## config.mk

```make
export PLATFORM = sky130hd
export DESIGN_NAME = pll_acquisition_controller
export DESIGN_NICKNAME = d
export VERILOG_FILES = /design/src/rtl/pll_acquisition_controller.sv
export SDC_FILE = /design/constraint.sdc
export NUM_CORES = 1
export LEC_CHECK = 0
export BUFFER_PORTS_ARGS = -buffer_cell sky130_fd_sc_hd__buf_2
export CAP_MARGIN = 0
export CORE_MARGIN = 2
export CORE_UTILIZATION = 40
export CTS_BUF_LIST = sky130_fd_sc_hd__clkbuf_16
export CTS_CLUSTER_DIAMETER = 30
export CTS_CLUSTER_SIZE = 12
export DETAILED_ROUTE_END_ITERATION = 8
export PLACE_DENSITY_LB_ADDON = 0.12
export SETUP_SLACK_MARGIN = 0.1
export SLEW_MARGIN = 20
export SYNTH_ARGS = -nofsm -noshare
export SYNTH_HDL_FRONTEND = slang
export SYNTH_SLANG_ARGS = --single-unit
```

## constraint.sdc

```tcl
create_clock -name i_clk -period 4.5 [get_ports i_clk]
set_input_delay 0.45 -clock i_clk [delete_from_list [all_inputs] [get_ports i_clk]]
set_output_delay 0.45 -clock i_clk [all_outputs]
set_load 0.05 [all_outputs]
```

## src/rtl/pll_acquisition_controller.sv

```systemverilog
// pll_acquisition_controller: sweeps an NCO frequency word from Sweep_Start to
// Sweep_Stop in Sweep_Step increments. After each retune it waits Settle_Cycles,
// then measures the phase-detector amplitude. It enters tracking when the signal
// is detected, declares lock after LOCK_COUNT consecutive good cycles, and
// reacquires automatically after LOSS_COUNT consecutive bad cycles.
// Latency: every state change and output update takes effect one clock edge after
// the input that caused it. All outputs come from registers.
// Backpressure: none. Start is honoured only in IDLE or FAIL. Stop overrides Start,
// and Reset overrides both.
//
// Ports:
//   i_clk, i_rst_n (synchronous, active-low)
//   i_start, i_stop                               control pulses
//   i_sweep_start/stop/step [FW], i_settle_cycles sweep configuration, latched on Start
//   i_amplitude, i_amp_threshold [16]             detector magnitude and threshold
//   i_freq_measured [FW]                          frequency counter, captured on lock
//   o_nco_freq [FW], o_loop_enable, o_locked, o_busy, o_fail, o_lock_freq [FW], o_state [3]
module pll_acquisition_controller #(
  parameter int FW         = 32,
  parameter int LOCK_COUNT = 1024,
  parameter int LOSS_COUNT = 64
) (
  input  logic          i_clk,
  input  logic          i_rst_n,
  input  logic          i_start,
  input  logic          i_stop,
  input  logic [FW-1:0] i_sweep_start,
  input  logic [FW-1:0] i_sweep_stop,
  input  logic [FW-1:0] i_sweep_step,
  input  logic [15:0]   i_settle_cycles,
  input  logic [15:0]   i_amplitude,
  input  logic [15:0]   i_amp_threshold,
  input  logic [FW-1:0] i_freq_measured,
  output logic [FW-1:0] o_nco_freq,
  output logic          o_loop_enable,
  output logic          o_locked,
  output logic          o_busy,
  output logic          o_fail,
  output logic [FW-1:0] o_lock_freq,
  output logic [2:0]    o_state
);

  localparam int LKW = $clog2(LOCK_COUNT + 1);
  localparam int LSW = $clog2(LOSS_COUNT + 1);
  localparam logic [LKW-1:0] LOCK_LAST = LKW'(LOCK_COUNT - 1);
  localparam logic [LSW-1:0] LOSS_LAST = LSW'(LOSS_COUNT - 1);

  typedef enum logic [2:0] {
    S_IDLE    = 3'd0,
    S_SETTLE  = 3'd1,
    S_MEASURE = 3'd2,
    S_TRACK   = 3'd3,
    S_LOCKED  = 3'd4,
    S_FAIL    = 3'd5
  } state_t;

  state_t         r_state, w_state;
  logic [FW-1:0]  r_nco, w_nco;
  logic [FW-1:0]  r_lock_freq, w_lock_freq;
  logic [FW-1:0]  r_sw_start, w_sw_start;
  logic [FW-1:0]  r_sw_stop, w_sw_stop;
  logic [FW-1:0]  r_sw_step, w_sw_step;
  logic [15:0]    r_settle, w_settle;      // holds max(Settle_Cycles,1), the reload value
  logic [15:0]    r_thr, w_thr;
  logic [15:0]    r_settle_cnt, w_settle_cnt;
  logic [LKW-1:0] r_lock_cnt, w_lock_cnt;
  logic [LSW-1:0] r_loss_cnt, w_loss_cnt;

  logic           w_amp_ok;
  logic [FW:0]    w_sum;                   // one extra bit so a wrap past 2^FW is visible
  logic [15:0]    w_settle_in;

  assign w_amp_ok    = (i_amplitude >= r_thr);
  assign w_sum       = {1'b0, r_nco} + {1'b0, r_sw_step};
  assign w_settle_in = (i_settle_cycles == 16'd0) ? 16'd1 : i_settle_cycles;

  always_comb begin
    w_state      = r_state;
    w_nco        = r_nco;
    w_lock_freq  = r_lock_freq;
    w_sw_start   = r_sw_start;
    w_sw_stop    = r_sw_stop;
    w_sw_step    = r_sw_step;
    w_settle     = r_settle;
    w_thr        = r_thr;
    w_settle_cnt = r_settle_cnt;
    w_lock_cnt   = r_lock_cnt;
    w_loss_cnt   = r_loss_cnt;

    case (r_state)
      S_IDLE, S_FAIL: begin
        if (i_start) begin
          w_sw_start = i_sweep_start;
          w_sw_stop  = i_sweep_stop;
          w_sw_step  = i_sweep_step;
          w_settle   = w_settle_in;
          w_thr      = i_amp_threshold;
          w_lock_cnt = '0;
          w_loss_cnt = '0;
          // The configuration is validated on the raw inputs because they are
          // latched on this same edge.
          if (i_sweep_step == '0 || i_sweep_start > i_sweep_stop) begin
            w_state = S_FAIL;
          end else begin
            w_nco        = i_sweep_start;
            w_settle_cnt = w_settle_in;
            w_state      = S_SETTLE;
          end
        end
      end
      S_SETTLE: begin
        if (r_settle_cnt <= 16'd1) begin
          w_settle_cnt = '0;
          w_state      = S_MEASURE;
        end else begin
          w_settle_cnt = r_settle_cnt - 16'd1;
        end
      end
      S_MEASURE: begin
        if (w_amp_ok) begin
          w_lock_cnt = '0;
          w_state    = S_TRACK;
        end else if (w_sum[FW] || (w_sum[FW-1:0] > r_sw_stop)) begin
          w_state = S_FAIL;          // the NCO word stays at the last valid step
        end else begin
          w_nco        = w_sum[FW-1:0];
          w_settle_cnt = r_settle;
          w_state      = S_SETTLE;
        end
      end
      S_TRACK: begin
        if (w_amp_ok) begin
          if (r_lock_cnt == LOCK_LAST) begin
            w_lock_freq = i_freq_measured;
            w_lock_cnt  = '0;
            w_loss_cnt  = '0;
            w_state     = S_LOCKED;
          end else begin
            w_lock_cnt = r_lock_cnt + 1'b1;
          end
        end else begin
          w_lock_cnt = '0;
        end
      end
      S_LOCKED: begin
        if (!w_amp_ok) begin
          if (r_loss_cnt == LOSS_LAST) begin
            // Automatic reacquisition restarts the sweep from the bottom.
            w_nco        = r_sw_start;
            w_settle_cnt = r_settle;
            w_loss_cnt   = '0;
            w_state      = S_SETTLE;
          end else begin
            w_loss_cnt = r_loss_cnt + 1'b1;
          end
        end else begin
          w_loss_cnt = '0;
        end
      end
      default: w_state = S_IDLE;
    endcase

    // Stop overrides everything else, including a simultaneous Start, so any
    // configuration latched by that Start is discarded.
    if (i_stop) begin
      w_state      = S_IDLE;
      w_nco        = r_nco;
      w_lock_freq  = r_lock_freq;
      w_sw_start   = r_sw_start;
      w_sw_stop    = r_sw_stop;
      w_sw_step    = r_sw_step;
      w_settle     = r_settle;
      w_thr        = r_thr;
      w_settle_cnt = '0;
      w_lock_cnt   = '0;
      w_loss_cnt   = '0;
    end
  end

  always_ff @(posedge i_clk) begin
    if (!i_rst_n) begin
      r_state      <= S_IDLE;
      r_nco        <= '0;
      r_lock_freq  <= '0;
      r_sw_start   <= '0;
      r_sw_stop    <= '0;
      r_sw_step    <= '0;
      r_settle     <= '0;
      r_thr        <= '0;
      r_settle_cnt <= '0;
      r_lock_cnt   <= '0;
      r_loss_cnt   <= '0;
    end else begin
      r_state      <= w_state;
      r_nco        <= w_nco;
      r_lock_freq  <= w_lock_freq;
      r_sw_start   <= w_sw_start;
      r_sw_stop    <= w_sw_stop;
      r_sw_step    <= w_sw_step;
      r_settle     <= w_settle;
      r_thr        <= w_thr;
      r_settle_cnt <= w_settle_cnt;
      r_lock_cnt   <= w_lock_cnt;
      r_loss_cnt   <= w_loss_cnt;
    end
  end

  // Status flags are pure decodes of the state register, so no input reaches an
  // output without passing through a flop.
  assign o_state       = r_state;
  assign o_nco_freq    = r_nco;
  assign o_lock_freq   = r_lock_freq;
  assign o_loop_enable = (r_state == S_TRACK) || (r_state == S_LOCKED);
  assign o_locked      = (r_state == S_LOCKED);
  assign o_fail        = (r_state == S_FAIL);
  assign o_busy        = (r_state == S_SETTLE) || (r_state == S_MEASURE) || (r_state == S_TRACK);

endmodule

```

==> flow_summary.ini, run 1 <==
[drt]
drtAntennaViolNets = 0
drtIter0Drc = 923
drtPass1Iterations = 8
drt-vias-per-instance = 5.38
drc = 0
vias = 13900
routed_wl_mm = 45.2
wl_per_cell_microns = 17.5

[power_and_ir_drop]
seqPwrFrac_pct = 26.7
power_density_nw_per_um2 = 462
power_frac_clock_pct = 51.3
p_int_uw = 5850
vdd_drop_max_mv = 0.310
p_leak_uw = 0.00816
combPwrFrac_pct = 22.1
sw_frac_of_total_pct = 30.4
p_switching_uw = 2550

[synthesis]
synth-seq-area-share_pct = 34.4
synth-edff-count = 0
synthFlopType = dfxtp_1
async_reset_ff_share_pct = 0
syn_nets = 2039
synthesis.area_sq_um = 13300
syn_inst = 1742
synth-warning-count = 0
ys_ff_latch = 229
synth_cell_types = 75
avgSynthCellArea_sq_um = 7.65

[critical_path]
start_kind = flop
r2r_slack_ns = -0.39
cp_max_fo = 9
reg2regPathDepth = 24
endpoint_kind = flop
arrival_ns = 5.35
crit_required_ns = 4.97
path_class = flop to flop

[sta]
finalHoldViolations = 0
skew_ns = 0.0166
rsz0062_at_grt = yes
max_freq_ghz = 0.205
maxSlewHeadroom_pct = 31.4
setup_violations = 49
timing.final.crit_share_pct = 109
fin_tns_setup_ns = -14.95
final-max-slew-violation-count = 0
fin_crit_ns = 4.89
tightest_slew_ns = 1.03
layout_setup_ws_ns = -0.386

[global_route]
grt_max_degree = 96
antenna_found_initial = 1
grt_pass1_vias = 13500
grt_pass1_wl_mm = 71.5
grt_overflow = 0
grt_usage_pct = 25.3

[die]
die_w_microns = 187
die_height_microns = 187
pin_count = 251
die_area_sq_um = 34800
core_area_sq_um = 32700
initial_core_util_pct = 40.8
core.rowCount = 66

[final_layout]
area_delta_synth_final_pct = 36.5
final_area_sq_um = 18200
drive_gt1_share_pct = 26.3
n_fill_cell = 3135
nets = 2392

[min_path]
hold_depth = 3
min_path_type = input port to flop

[placed_design]
place_congestion = 0.888
port-buffer-count = 250
place_hpwl_mm = 32.3
placed_area_sq_um = 15800

[clocking]
clkTransAtPathRegs_ns = 0.05
clock-root-buffer = clkbuf_16
clk_latency_ns = 0.59
htree_levels = 2
clockBufferDepth = 3
clock-sinks = 229
cts_tree = yes
numCtsBuffers = 59

[outcome]
violations = setup timing
status = finished, violations left

[run]
maxCapViolations = 0
[area by class of cell]
class | instances | area [sq um] | area share [%]
clock buffers | 60 | 1500 | 8.25
clock inverters | 52 | 556 | 3.05
repair buffers | 383 | 2430 | 13.4
diodes | 1 | 2.50 | 0.0138
flip-flops and latches | 229 | 4600 | 25.3
inverters | 101 | 384 | 2.11
multi-input cells | 1321 | 8170 | 44.9
well taps | 442 | 553 | 3.04
[routing by layer]
metal / share of wire, % / vias to the layer above / GRT usage (%)
met4: 2.5 / 0 / 8.91
met5: 0 / - / 0
met3: 5.7 / 68 / 3.76
met2: 46 / 429 / 41.1
li1: - / 6884 / -
met1: 46 / 6537 / 34.1
[path summary, 6_finish.rpt]
| check | from | to |
|---|---|---|
| worst max-delay path | r_sw_step[0]$_SDFFE_PN0P_ | r_settle_cnt[3]$_SDFFE_PP0P_ |
| worst min-delay path | i_freq_measured[29] | o_lock_freq[29]$_SDFFE_PN0P_ |
| worst max register to register | r_sw_step[0]$_SDFFE_PN0P_ | r_settle_cnt[3]$_SDFFE_PP0P_ |
| worst min register to register | r_lock_cnt[10]$_SDFFE_PP0P_ | r_lock_cnt[10]$_SDFFE_PP0P_ |
[per-stage QoR]
stage               util (%)  cells  hold WS [ns]  worst slack (ns)  total power [uW]
finish                  55.6   2589        0.0954            -0.386              8400
global route            55.6   2589        0.0756            -0.666              8780
CTS                     55.3   2582        0.0646            -0.310              8430
detailed placement      48.2   2457         0.436            -0.382              3980
global placement        48.2   2457         0.429            -0.278              3950
floorplan                  -   1742         0.418            0.0550              3330
[Yosys cell counts (4+ instances only)]
cell type	n	area share [%]
inv_1	101	2.8
nor4_1	19	0.89
a211oi_2	21	2.0
nand3_1	33	1.2
a21o_1	25	1.4
a21oi_1	259	9.7
ha_1	116	11
clkbuf_1	69	1.9
o2111ai_1	4	0.26
or4_1	4	0.23
xnor2_1	16	1.1
buf_1	4	0.11
a211o_1	6	0.39
o32ai_1	4	0.26
a211oi_1	13	0.73
a221oi_1	7	0.46
a22oi_1	8	0.45
or3_1	6	0.28
o211a_1	6	0.45
nor2b_1	8	0.38
buf_6	4	0.34
o21a_1	8	0.45
o21ai_1	8	0.30
nor2_1	101	2.8
nor3b_1	4	0.23
o211ai_1	11	0.62
a21boi_0	8	0.45
and3_1	15	0.70
nand3b_1	6	0.34
dfxtp_1	229	34
buf_2	11	0.41
a311o_1	5	0.38
nand4_1	21	0.99
a22o_1	22	1.4
and2_1	5	0.23
a31oi_1	12	0.56
nand2b_1	4	0.19
o21ai_0	44	1.7
xor2_1	14	0.92
a222oi_1	12	0.90
nand2_1	393	11
nor3_1	25	0.94
o21bai_1	4	0.23
[critical path, cell delays in order, from the launching register on]
cell	delay, ns
dfxtp_2	0.35
ha_4	0.14
inv_2	0.03
fa_2	0.33
and2b_1	0.23
o2111ai_2	0.18
a2111oi_4	0.44
nor3_4	0.09
o41ai_2	0.23
buf_4	0.19
a21oi_4	0.06
o21bai_1	0.16
xor2_1	0.16
ha_1	0.25
nand4_1	0.19
nor3_1	0.08
a221oi_1	0.25
nor3b_2	0.21
a31oi_1	0.11
buf_4	0.17
a211oi_4	0.19
nor2_1	0.07
buf_4	0.17
buf_4	0.14
a311o_1	0.33
[logic make-up (layout without fill, tap and decap cells)]
family | count (synthesis) | after routing | share of synthesized area, %
other | 0 | 1 | 0
adders and majority gates | 118 | 118 | 11.1
and+or+nand+nor | 657 | 657 | 21.4
buffers and inverters | 192 | 596 | 5.82
AOI/OAI and AO/OA | 514 | 514 | 25.2
xor gates and xnor gates | 30 | 30 | 1.97
muxes | 2 | 2 | 0.150
DFF | 229 | 229 | 34.4
[sequential cells by signal, indices dropped and copies added, names as in the netlist]
signal	count
r_settle	16
o_nco_freq	32
r_thr	16
r_sw_start	32
r_settle_cnt	16
r_sw_step	32
r_lock_cnt	11
r_loss_cnt	7
o_lock_freq	32
o_state	3
r_sw_stop	32
[cell usage in the layout (no fill, tap or decap), types with 12 or more instances in the layout]
cell	instances
a211oi_2	24
a21o_1	25
a21oi_1	258
a222oi_1	12
a22o_1	22
a31oi_1	12
and3_1	15
buf_2	250
buf_4	121
clkbuf_16	61
dfxtp_1	223
ha_1	115
inv_1	103
nand2_1	393
nand3_1	29
nand4_1	21
nor2_1	92
nor3_1	24
nor4_1	18
o21ai_0	41
xnor2_1	16
xor2_1	13
[repair_timing]
action                     4_1_cts  5_1_grt
setup endpoints to repair       49       49
pin swaps                        3        0
resized for setup               21        9
hold buffers                     0        0
cloned                           5        1
setup buffers                    8        5
[power by group through the flow]
| stage | Sequential (uW) | Clock, uW | Combinational (uW) |
|---|---|---|---|
| 2_1_floorplan | 2390 | 0 | 942 |
| 3_3_place_gp | 2270 | 0 | 1680 |
| 3_5_place_dp | 2280 | 0 | 1700 |
| 4_1_cts | 2240 | 4380 | 1810 |
| 5_1_grt | 2250 | 4500 | 2020 |
| 6_report | 2240 | 4310 | 1850 |
Note: power is estimated with default switching activity, not from simulation.
==> run 2, diff against run 1 <==
--- a/config.mk
+++ b/config.mk
@@ -14,4 +14,5 @@
 export CTS_CLUSTER_SIZE = 12
 export DETAILED_ROUTE_END_ITERATION = 8
+export MAX_ROUTING_LAYER = met4
 export PLACE_DENSITY_LB_ADDON = 0.12
 export SETUP_SLACK_MARGIN = 0.1
==> constraint.sdc (replaced) <==
create_clock -name i_clk -period 4.5 [get_ports i_clk]
set_input_delay 0.45 -clock i_clk [delete_from_list [all_inputs] [get_ports i_clk]]
set_output_delay 0.45 -clock i_clk [all_outputs]
set_load 0.1 [all_outputs]
==> run 2 against run 1 <==
  * The flow still finishes with violations (setup timing)
  * Maximum frequency increased by 2.9%
  * Total power increased by 0.39%
  * Die area unchanged
  * Sequential share of layout area increased by 0.45 points
==> flow_summary.ini, run 2 (synthesized netlist as in run 1, its figures left out) <==
[sta]
setup_violations = 48
skew_ns = 0.0206
fin_tns_setup_ns = -8.49
tightest_slew_ns = 1.15
final-max-slew-violation-count = 0
max_freq_ghz = 0.211
holdWs_ns = 0.112
maxSlewHeadroom_pct = 23.4
finalHoldViolations = 0
timing.final.crit_share_pct = 106
rsz0062_at_grt = yes
fin_crit_ns = 4.75
layout_setup_ws_ns = -0.250

[clocking]
clockBufferDepth = 3
htree_levels = 2
numCtsBuffers = 58
hold_buffers = 0
clk_latency_ns = 0.58
clock-sinks = 229
clkTransAtPathRegs_ns = 0.05
clock-root-buffer = clkbuf_16
cts_tree = yes

[final_layout]
area_delta_synth_final_pct = 34.6
multi_input_area_sq_um = 8300
n_fill_cell = 3179
regArea_sq_um = 4620
nets = 2351
layout_commonest_cell = nand2_1
drive_gt1_share_pct = 26.4
final_cell_mix = nand2_1 (393), a21oi_1 (254), buf_2 (250)
final_cells = 2546

[critical_path]
arrival_ns = 5.23
endpoint_kind = flop
crit_required_ns = 4.98
crit_family = compound AO/OA/AOI/OAI gates
cp_max_fo = 6
path_class = flop to flop
start_kind = flop
path_cells = ha_4, inv_2, fa_2, and2b_2, o2111ai_4, a2111oi_4, nor3_2, o41ai_2, a21oi_2, o21bai_1, xor2_1, ha_1, nand4_1, buf_4, buf_4, a211oi_2, nor3b_2, a31oi_4, a21oi_2, o211a_4, buf_12, buf_16, a211oi_2
cp_slowest_cell = a2111oi_4
max_stage_delay_ns = 0.43
cp_num_buf_inv = 5

[outcome]
status = finished, violations left
violations = setup timing

[die]
core_area_sq_um = 32700
core.rowCount = 66
die_w_microns = 187
pin_count = 251
die_area_sq_um = 34800
die_height_microns = 187
initial_core_util_pct = 40.8

[placed_design]
post-place-ws_ns = -0.346
placed_cells = 2417
place_congestion = 0.908
place_hpwl_mm = 31.5
port-buffer-count = 250

[drt]
drtAntennaViolNets = 0
drt-vias-per-instance = 5.41
vias = 13800
drtIter0Drc = 942
routed_wl_mm = 43.9
wl_per_cell_microns = 17.3
drtPass1Iterations = 6
drc = 0

[global_route]
grt_pass1_wl_mm = 70.0
grt_pass1_vias = 13600
grt_max_degree = 90
grt_usage_pct = 25.2
antenna_found_initial = 2
grt_overflow = 0

[power_and_ir_drop]
vdd_drop_max_mv = 0.283
power_uw = 8430
power_density_nw_per_um2 = 470
p_leak_uw = 0.00794

[run]
maxCapViolations = 0

[min_path]
min_path_type = input port to flop
-- run 2: layer usage --
layer	global-route usage, %	part of all wire, %	vias up
li1	-	-	6802
met4	8.94	3.1	0
met1	31.7	45	6451
met2	40.5	45	442
met5	-	0	-
met3	4.78	6.5	87
-- run 2: report_power, final --
part / leakage, uW / switching (uW) / internal [uW]
combinational: 0.00508 / 1250 / 717
clock: 0.000989 / 1280 / 2930
sequential: 0.00187 / 101 / 2160
total: 0.00794 / 2630 / 5800
-- run 2: what timing repair did --
item | 4_1_cts | 5_1_grt
setup endpoints to repair | 49 | 49
pin swaps | 8 | 0
setup buffers | 13 | 4
gates cloned | 2 | 1
resized for setup | 32 | 15
-- run 2: worst min-delay path, delay by kind of cell --
kind	cells	cell delay (ns)
AO/OA/AOI/OAI	1	0.05
AND/OR/NAND/NOR	1	0.04
buffers and inverters	1	0.09
-- run 2: cell type report --
type	count	area share [%]
multi-input cells	1322	46.3
flip-flops and latches	229	25.7
repair buffers	342	11.6
clock buffers	59	8.23
well taps	442	3.08
clock inverters	49	2.91
inverters	101	2.14
diodes	2	0.0279
-- run 2: path summary, 6_finish.rpt --
kind,startpoint,end,slack (ns),cells after the start
max,r_sw_step[0]$_SDFFE_PN0P_,o_nco_freq[0]$_SDFFE_PN0P_,-0.25,23
min,i_freq_measured[24],o_lock_freq[24]$_SDFFE_PN0P_,0.11,3
max reg2reg,r_sw_step[0]$_SDFFE_PN0P_,o_nco_freq[0]$_SDFFE_PN0P_,-0.25,23
min reg2reg,r_lock_cnt[10]$_SDFFE_PP0P_,r_lock_cnt[10]$_SDFFE_PP0P_,0.44,2
-- run 2: stage by stage --
step	cell area (sq um)	util, %
floorplan	13500	-
global placement	15500	47.5
detailed placement	15500	47.5
CTS	17800	54.5
global route	17900	54.9
finish	17900	54.9
